**src/rtl/nixie_display_arbiter.sv**
```systemverilog
// Fixed-priority arbiter sharing the 8-digit tube display between three frame sources,
// with a minimum on-screen hold after each grant and a registered 48-bit frame output.
module nixie_display_arbiter #(
  parameter logic [23:0] HOLD_CYCLES = 24'd5000000,
  parameter logic [5:0]  BLANK_CODE  = 6'b100000
) (
  input  logic        sys_clk,
  input  logic        sys_rest,
  input  logic [2:0]  req,
  input  logic [47:0] frame0,
  input  logic [47:0] frame1,
  input  logic [47:0] frame2,
  output logic [47:0] frame_out,
  output logic [2:0]  grant,
  output logic        switch_pulse
);

  localparam logic [1:0]  S_IDLE    = 2'd0;
  localparam logic [1:0]  S_OWN     = 2'd1;
  localparam logic [1:0]  S_LINGER  = 2'd2;
  localparam logic [47:0] BLANK     = {8{BLANK_CODE}};
  localparam logic [23:0] HOLD_LOAD = HOLD_CYCLES - 24'd1;

  logic [1:0]       state, state_nxt;
  logic [23:0]      cnt;
  logic [2:0]       grant_nxt, grant_prev, win_oh, above;
  logic [47:0]      frame_nxt, win_frame, own_frame;
  logic [2:0][47:0] frames;
  logic             load, hold_done, higher_req, owner_req, any_req;

  assign frames     = {frame2, frame1, frame0};
  assign hold_done  = (cnt == 24'd0);
  assign any_req    = |req;
  assign owner_req  = |(req & grant);
  assign higher_req = |(req & above);

  always_comb begin
    win_oh = 3'b000;
    if (req[2])      win_oh = 3'b100;
    else if (req[1]) win_oh = 3'b010;
    else if (req[0]) win_oh = 3'b001;
  end

  // Sources strictly above the current owner; with no owner nothing counts as "higher".
  always_comb begin
    case (grant)
      3'b001:  above = 3'b110;
      3'b010:  above = 3'b100;
      default: above = 3'b000;
    endcase
  end

  always_comb begin
    win_frame = BLANK;
    own_frame = BLANK;
    for (int i = 0; i < 3; i++) begin
      if (win_oh[i]) win_frame = frames[i];
      if (grant[i])  own_frame = frames[i];
    end
  end

  always_comb begin
    state_nxt = state;
    grant_nxt = grant;
    frame_nxt = frame_out;
    load      = 1'b0;
    case (state)
      S_IDLE: begin
        if (any_req) begin
          state_nxt = S_OWN;
          grant_nxt = win_oh;
          frame_nxt = win_frame;
          load      = 1'b1;
        end else begin
          frame_nxt = BLANK;
        end
      end
      S_OWN, S_LINGER: begin
        if (higher_req) begin
          state_nxt = S_OWN;
          grant_nxt = win_oh;
          frame_nxt = win_frame;
          load      = 1'b1;
        end else if (owner_req) begin
          // Re-assert from LINGER keeps the frozen frame for this edge; live tracking resumes next cycle.
          state_nxt = S_OWN;
          if (state == S_OWN) frame_nxt = own_frame;
        end else if (hold_done) begin
          if (any_req) begin
            state_nxt = S_OWN;
            grant_nxt = win_oh;
            frame_nxt = win_frame;
            load      = 1'b1;
          end else begin
            state_nxt = S_IDLE;
            grant_nxt = 3'b000;
            frame_nxt = BLANK;
          end
        end else begin
          state_nxt = S_LINGER;
        end
      end
      default: begin
        state_nxt = S_IDLE;
        grant_nxt = 3'b000;
        frame_nxt = BLANK;
      end
    endcase
  end

  always_ff @(posedge sys_clk or negedge sys_rest) begin
    if (!sys_rest) begin
      state        <= S_IDLE;
      cnt          <= 24'd0;
      grant        <= 3'b000;
      grant_prev   <= 3'b000;
      frame_out    <= BLANK;
      switch_pulse <= 1'b0;
    end else begin
      state      <= state_nxt;
      grant      <= grant_nxt;
      frame_out  <= frame_nxt;
      grant_prev <= grant;
      // Pulse trails the grant edge by one cycle: compares the registered grant with its previous value.
      switch_pulse <= (grant != grant_prev);
      if (load)                cnt <= HOLD_LOAD;
      else if (cnt != 24'd0)   cnt <= cnt - 24'd1;
    end
  end

endmodule
```
**config.mk**
```make
export PLATFORM = sky130hd
export DESIGN_NAME = nixie_display_arbiter
export DESIGN_NICKNAME = d
export VERILOG_FILES = /design/src/rtl/nixie_display_arbiter.sv
export SDC_FILE = /design/constraint.sdc
export NUM_CORES = 1
export LEC_CHECK = 0
export ABC_CLOCK_PERIOD_IN_PS = 2600
export BUFFER_PORTS_ARGS = -buffer_cell sky130_fd_sc_hd__buf_2
export CORE_UTILIZATION = 52
export DETAILED_ROUTE_END_ITERATION = 7
export GPL_TIMING_DRIVEN = 0
export PLACE_DENSITY_LB_ADDON = 0.3
export SYNTH_ARGS = -nofsm -noshare
export SYNTH_HDL_FRONTEND = slang
export SYNTH_SLANG_ARGS = --single-unit
export TNS_END_PERCENT = 30
```
**constraint.sdc**
```tcl
create_clock -name sys_clk -period 2.6 [get_ports sys_clk]
set_input_delay 0.13 -clock sys_clk [delete_from_list [all_inputs] [get_ports sys_clk]]
set_output_delay 0.13 -clock sys_clk [all_outputs]
set_load 0.05 [all_outputs]
```
==> run metrics, run 1 <==
layout cells sized above 1 30.8%; via count 6976; Achievable Freq 0.387 GHz; Final Util 69.3%; total negative setup slack 0 ns; peak supply drop 860 uV; asr flop ratio synth 100%; post-synthesis mux area share 2.20%; FILL cells 926; Initial Util 54.1%; nets 1086; YS warnings 0; Vias/cell 6.47; Boundary Pins 201; Detail Route Antenna Nets 0; xor/xnor share of the synthesized area 2.64%; FF+latch count, synth 81; worst slack, placed -0.161 ns; drt wl/cell 19.2 um; Leak Pwr 3.38 nW; Max-Slew Margin vs Limit 56.5%; Max FO, Critical Path 5; status complete, no violations; register area 2040 um2; EDFF count, synth 0; core area 11000 um2; GR Overflow Total 0; clock buffer count from CTS 9; Clock Path Buffers 2; hpwl dp 14700 um; Mapped Cells 713; main combinational cell family by area after synthesis compound AO/OA/AOI/OAI gates; post-synthesis simple-gate area fraction 18.5%; largest net degree at the start of global routing 61; Worst-path clk slew 0.06 ns; area occupied by multi-input gates 3650 um2; drt drc 0; Post-Route WL 20700 um; Crit. End Element flip-flop; post-synthesis sequential area ratio 34.1%; RSZ-0062 raised after global routing yes; complex-gate fraction of the synthesized area 35.7%; row count 38; worst setup margin 0.0182 ns; max-slew violation count 0; Die Span Y 109 um; Yosys cell types 53; Root Buffer clkbuf_16; vias in the first global route 6449; Arrival @ worst endpoint 2.81 ns; Critical Path Start Type flip-flop; Hold Slack 0.222 ns; final hold violation count 0; Worst Max-Slew Pin Slew 0.652 ns; Main synth FF type dfrtp_1; CTS sink cnt 81; Tot GR Track Use 34.6%; period utilisation layout 99.3%; Hold Crit Class input pin to flip-flop; Die Area 11900 um2; Clock Latency Late Sink 0.35 ns; Die X 109 um; Crit Path Class flip-flop to flip-flop; Avg Synthesized Cell Area 8.37 um2; final period demand of the worst path 2.58 ns; Ant. Diodes 0; top cells by area, synth dfrtp_1 (31%), a21oi_1 (7.5%), a221o_1 (7.5%), a22o_1 (5.9%), nand2_1 (4.3%); GPL Wtd Cong 0.899; Port Buffers 198; synthesized netlist net count 866; Req. time, crit path 2.83 ns; Pwr per Cell Area 1250 nW/um2; clk_skew 0.0130 ns; global-route wire length before repair 32100 um; mapped cell area 5970 um2; drt initial violations 947; max_cap viols 0; Synth top area share 30.6%; Pre-antenna DRT Iters 7; synth-to-layout area growth 28.1%; area leader, netlist dfrtp_1; CTS tree built; initial antenna violation count 0; setup violators final 0; H-tree depth 3; Synth Area in Adders 0.839%
==> critical path: stages (launching register included) <==
cell	delay (ns)
dfrtp_1	0.39
or4_4	0.58
nor4b_4	0.38
and3_4	0.24
buf_6	0.11
nor3_4	0.05
nor4_4	0.36
buf_4	0.18
buf_8	0.12
nor2_2	0.04
==> repair_timing <==
| item | CTS | global route |
|---|---|---|
| resized for setup | 8 | 31 |
| cloned | 0 | 1 |
| setup buffers | 0 | 9 |
| hold buffers | 1 | 0 |
| pin swaps | 0 | 4 |
| endpoints found under the setup margin | 50 | 53 |
| hold endpoints to repair | 21 | 0 |
==> cells in the final DEF, fill, tap and decap left out, types with 7 or more instances in the layout <==
cell type and instances:
dfrtp_1 73, clkbuf_2 7, nor2_1 31, xor2_1 8
dfstp_2 8, mux2_2 9, a22oi_1 12, nand3b_1 32
o31ai_1 7, nor2b_1 10, buf_1 7, clkbuf_1 47
buf_2 204, xnor2_1 10, o221a_2 7, a21oi_1 90
buf_4 10, inv_1 11, nand3_1 15, o22ai_1 41
a221o_1 45, clkbuf_16 9, a22o_1 40, o21ai_0 44
nand2_1 69
==> cell families (layout without fill, tap and decap cells) <==
group | count (synthesis) | in the layout
and+or+nand+nor | 205 | 205
buffers and inverters | 86 | 311
muxes | 12 | 12
xor gates and xnor gates | 18 | 18
DFF | 81 | 81
adders and majority gates | 4 | 4
AOI/OAI and AO/OA | 307 | 307
==> state kept, by name, summed over array words and instances, names as in the netlist <==
signal / flops
grant_prev: 3
frame_out: 48
grant: 3
switch_pulse: 1
cnt: 24
state: 2
==> power breakdown <==
group / leakage [nW] / switching (mW) / total, mW / internal (mW)
Sequential: 0.996 / 0.272 / 2.01 / 1.74
Combinational: 2.24 / 3.94 / 6.24 / 2.30
Clock: 0.144 / 0.528 / 1.30 / 0.769
Total: 3.38 / 4.74 / 9.55 / 4.80
==> per-stage QoR <==
step | cells | instance area [um2] | total power, mW
finish | 1078 | 7640 | 9.55
global route | 1078 | 7640 | 10.1
CTS | 1069 | 7480 | 9.23
detailed placement | 1052 | 7160 | 7.87
global placement | 1051 | 7130 | 7.80
floorplan | 713 | 5970 | 6.41
==> worst paths after layout <==
kind	end	depth (start not counted)	slack, ns	startpoint
worst max-delay path	cnt[7]$_DFFE_PN0P_	9	0.02	cnt[14]$_DFFE_PN0P_
worst min register to register	grant_prev[2]$_DFF_PN0_	0	0.39	grant[2]$_DFFE_PN0P_
worst max register to register	cnt[7]$_DFFE_PN0P_	9	0.02	cnt[14]$_DFFE_PN0P_
worst min-delay path	frame_out[28]$_DFFE_PN0P_	4	0.22	frame2[28]
max in group asynchronous	frame_out[3]$_DFFE_PN0P_	3	1.77	sys_rest
min in group asynchronous	cnt[6]$_DFFE_PN0P_	2	0.24	sys_rest
==> synthesized netlist by cell type, types with 7 or more instances <==
cell type and count:
a21oi_1 90, a221o_1 45, a22o_1 40, a22oi_1 12, buf_1 8, buf_2 11
clkbuf_1 52, dfrtp_1 73, dfstp_2 8, inv_1 11, mux2_2 9, nand2_1 69
nand3_1 15, nand3b_1 32, nor2_1 38, nor2b_1 10, o21ai_0 45, o221a_2 7
o22ai_1 41, o31ai_1 7, xnor2_1 10, xor2_1 8
==> routing by layer <==
metal  part of all wire, %  vias up  global-route usage [%]
li1                      -     3176                       -
met1                    41     3305                    46.5
met2                    47      443                    53.8
met3                    10       52                    8.91
met4                   2.6        0                    11.7
met5                     0        -                       0
==> final cells by class <==
cell class                 count  share of cell area, %
buffer                        73                   4.53
clock buffer                  13                   3.27
clock inverter                 3                  0.524
inverter                      12                  0.589
multi-input combinational    546                   47.7
sequential                    81                   26.6
tap                          140                   2.29
timing repair buffer         210                   14.4
Note: power is estimated with default switching activity, not from simulation.
==> run 2, diff against run 1 <==
- CORE_ASPECT_RATIO: default -> 2
==> run 2 against run 1 <==
  * Combinational power fell by 2%
  * Hold slack got worse by 0.0018 ns
  * Global-route usage rose by 1.1 points
  * Count of clock-buffer cells in the layout fell by 2
  * Largest cell class unchanged
  * Highest routed layer unchanged
==> run metrics, run 2 (synthesis results as in run 1) <==
period utilisation layout 98.4% (-0.87 points); layout cells sized above 1 29.5% (-1.3 points); Clock Latency Late Sink 0.35 ns (about the same); Biggest register frame_out; Die Span Y 153 um (+41%); final hold violation count 0 (unchanged); Worst path max stage delay 0.57 ns (about the same); Leak Pwr 3.34 nW (-1.3%); Req. time, crit path 2.83 ns (about the same); clk_skew 0.0122 ns (-0.000729 ns); Root Buffer clkbuf_16; Initial Util 53.2% (-0.90 points); Die X 77.7 um (-29%); Crit Path Class flip-flop to flip-flop; H-tree depth 3 (unchanged); Worst Max-Slew Pin Slew 0.629 ns (-0.0228 ns); Final Util 67.1% (-2.2 points); setup violators final 0 (unchanged); Tot GR Track Use 35.6% (+1.1 points); Crit. End Element flip-flop; Arrival @ worst endpoint 2.79 ns (-0.02 ns); Pre-antenna DRT Iters 6 (-1); worst setup margin 0.0409 ns (+0.0226 ns); via count 7053 (+1.1%); drt wl/cell 19.9 um (+3.8%); hpwl dp 16200 um (+9.9%); M2 GR Usage 64.8% (+11 points); row count 55 (+45%); Worst path top cell family by delay simple AND/OR/NAND/NOR gates; max-slew violation count 0 (unchanged); biggest regs frame_out x48, cnt x24; global-route wire length before repair 33500 um (+4.5%); CP max-delay cell or4_4; drt initial violations 567 (-40%); max_cap viols 0 (unchanged); final period demand of the worst path 2.56 ns (-0.0226 ns); RSZ-0062 raised after global routing yes; Detail Route Antenna Nets 0 (unchanged); hold_sp frame2[28]; Boundary Pins 201 (unchanged); Hold Crit Class input pin to flip-flop; FILL cells 991 (+7.0%); crit path cell chain or4_4 > nor4b_4 > and3_1 > buf_6 > nor3_1 > nor4_2 > buf_4 > clkbuf_4 > nor2_1; Worst-path clk slew 0.06 ns (about the same); peak supply drop 755 uV (-12%); R2R Path Start cnt[12]$_DFFE_PN0P_; worst slack, placed -0.168 ns (-0.00732 ns); drt drc 0 (unchanged); met1 usage 36.8% (-9.7 points); Post-Route WL 21400 um (+3.4%); GPL Wtd Cong 0.989 (+10%); nets 1080 (-0.55%); CP bufs+invs 3 (unchanged); most common cell after layout, fill and taps aside buf_2; CTS tree built; Setup crit start cnt[12]$_DFFE_PN0P_; Max-Slew Margin vs Limit 57.7% (+1.2 points); Ant. Diodes 0 (unchanged); Max FO, Critical Path 8 (+3); initial antenna violation count 0 (unchanged); Port Buffers 198 (unchanged); clock buffer count from CTS 9 (unchanged); largest net degree at the start of global routing 43 (-30%); most frequent cells in the layout buf_2 (203), a21oi_1 (90), dfrtp_1 (73); GR Overflow Total 0 (unchanged); max FFs per register 48 (unchanged); Achievable Freq 0.391 GHz (+0.88%); Pwr per Cell Area 1250 nW/um2 (+0.19%); status complete, no violations; CTS sink cnt 81 (unchanged); synth-to-layout area growth 26.1%; Vias/cell 6.57 (+1.5%); global route hottest layer met2; Clock Path Buffers 2 (unchanged); Die Area 11900 um2 (+0.22%); core area 11200 um2 (+1.7%); GRT met3 Usage 5.10% (-3.8 points); Critical Path Start Type flip-flop; vias in the first global route 6975 (+8.2%)
## run 2: cell count changes in the layout (fill, tap and decap cells not counted), moves of 2 or more
cell,before,now
nor2_1,31,36
buf_4,10,6
nor2_2,6,2
nor3_1,4,6
nor4_2,0,2
nor4_4,2,0
## run 2: what timing repair did
item | CTS | global route
gates cloned | 0 | 1
hold buffers | 1 | 0
setup buffers | 0 | 3
hold endpoints to repair | 35 | 0
setup endpoints to repair | 40 | 51
gates resized for setup | 6 | 21
pin swaps | 0 | 4
## run 2: path summary, 6_finish.rpt
| path | to | slack [ns] | cells past startpoint |
|---|---|---|---|
| max in group asynchronous | frame_out[5]$_DFFE_PN1P_ | 1.61 | 3 |
| setup reg to reg | cnt[6]$_DFFE_PN0P_ | 0.04 | 9 |
| min in group asynchronous | frame_out[28]$_DFFE_PN0P_ | 0.31 | 2 |
| setup / recovery | cnt[6]$_DFFE_PN0P_ | 0.04 | 9 |
| hold reg to reg | grant_prev[2]$_DFF_PN0_ | 0.40 | 0 |
| hold / removal | frame_out[28]$_DFFE_PN0P_ | 0.22 | 4 |
## run 2: per-stage QoR
stage / instance area [um2] / cells / hold slack, ns / TNS, ns / power, mW
6_report: 7520 / 1074 / 0.220 / 0 / 9.41
5_1_grt: 7520 / 1074 / 0.251 / -0.125 / 9.90
4_1_cts: 7470 / 1071 / 0.217 / 0 / 9.21
3_5_place_dp: 7160 / 1054 / 0.148 / -4.56 / 7.92
3_3_place_gp: 7140 / 1053 / 0.385 / -4.69 / 7.86
2_1_floorplan: 5970 / 713 / -0.166 / 0 / 6.41
## run 2: cell type report
type / count / area [um2] / area share [%]
Multi-Input combinational cell: 546 / 3590 / 47.7
Sequential cell: 81 / 2040 / 27.1
Timing Repair Buffer: 204 / 1050 / 14.0
Buffer: 73 / 333 / 4.42
Clock buffer: 11 / 233 / 3.09
Tap cell: 142 / 178 / 2.36
Clock inverter: 5 / 56.3 / 0.748
Inverter: 12 / 45.0 / 0.599
## run 2: worst reg2reg max path: stages, from the launching register on
cell and delay (ns):
dfrtp_1 0.42, or4_4 0.57, nor4b_4 0.34, and3_1 0.21, buf_6 0.14, nor3_1 0.07, nor4_2 0.30, buf_4 0.17
clkbuf_4 0.18, nor2_1 0.06
## run 2: metal layers
layer / wire length, um / vias to the layer above
li1: - / 3175
met1: 7340 / 3329
met2: 11300 / 439
met3: 1500 / 110
met4: 1310 / 0
met5: 0 / -
## run 2: report_power, final
part / total (mW) / switching [mW] / internal (mW)
logic: 6.14 / 3.92 / 2.22
registers: 2.02 / 0.281 / 1.74
clock network: 1.26 / 0.514 / 0.742
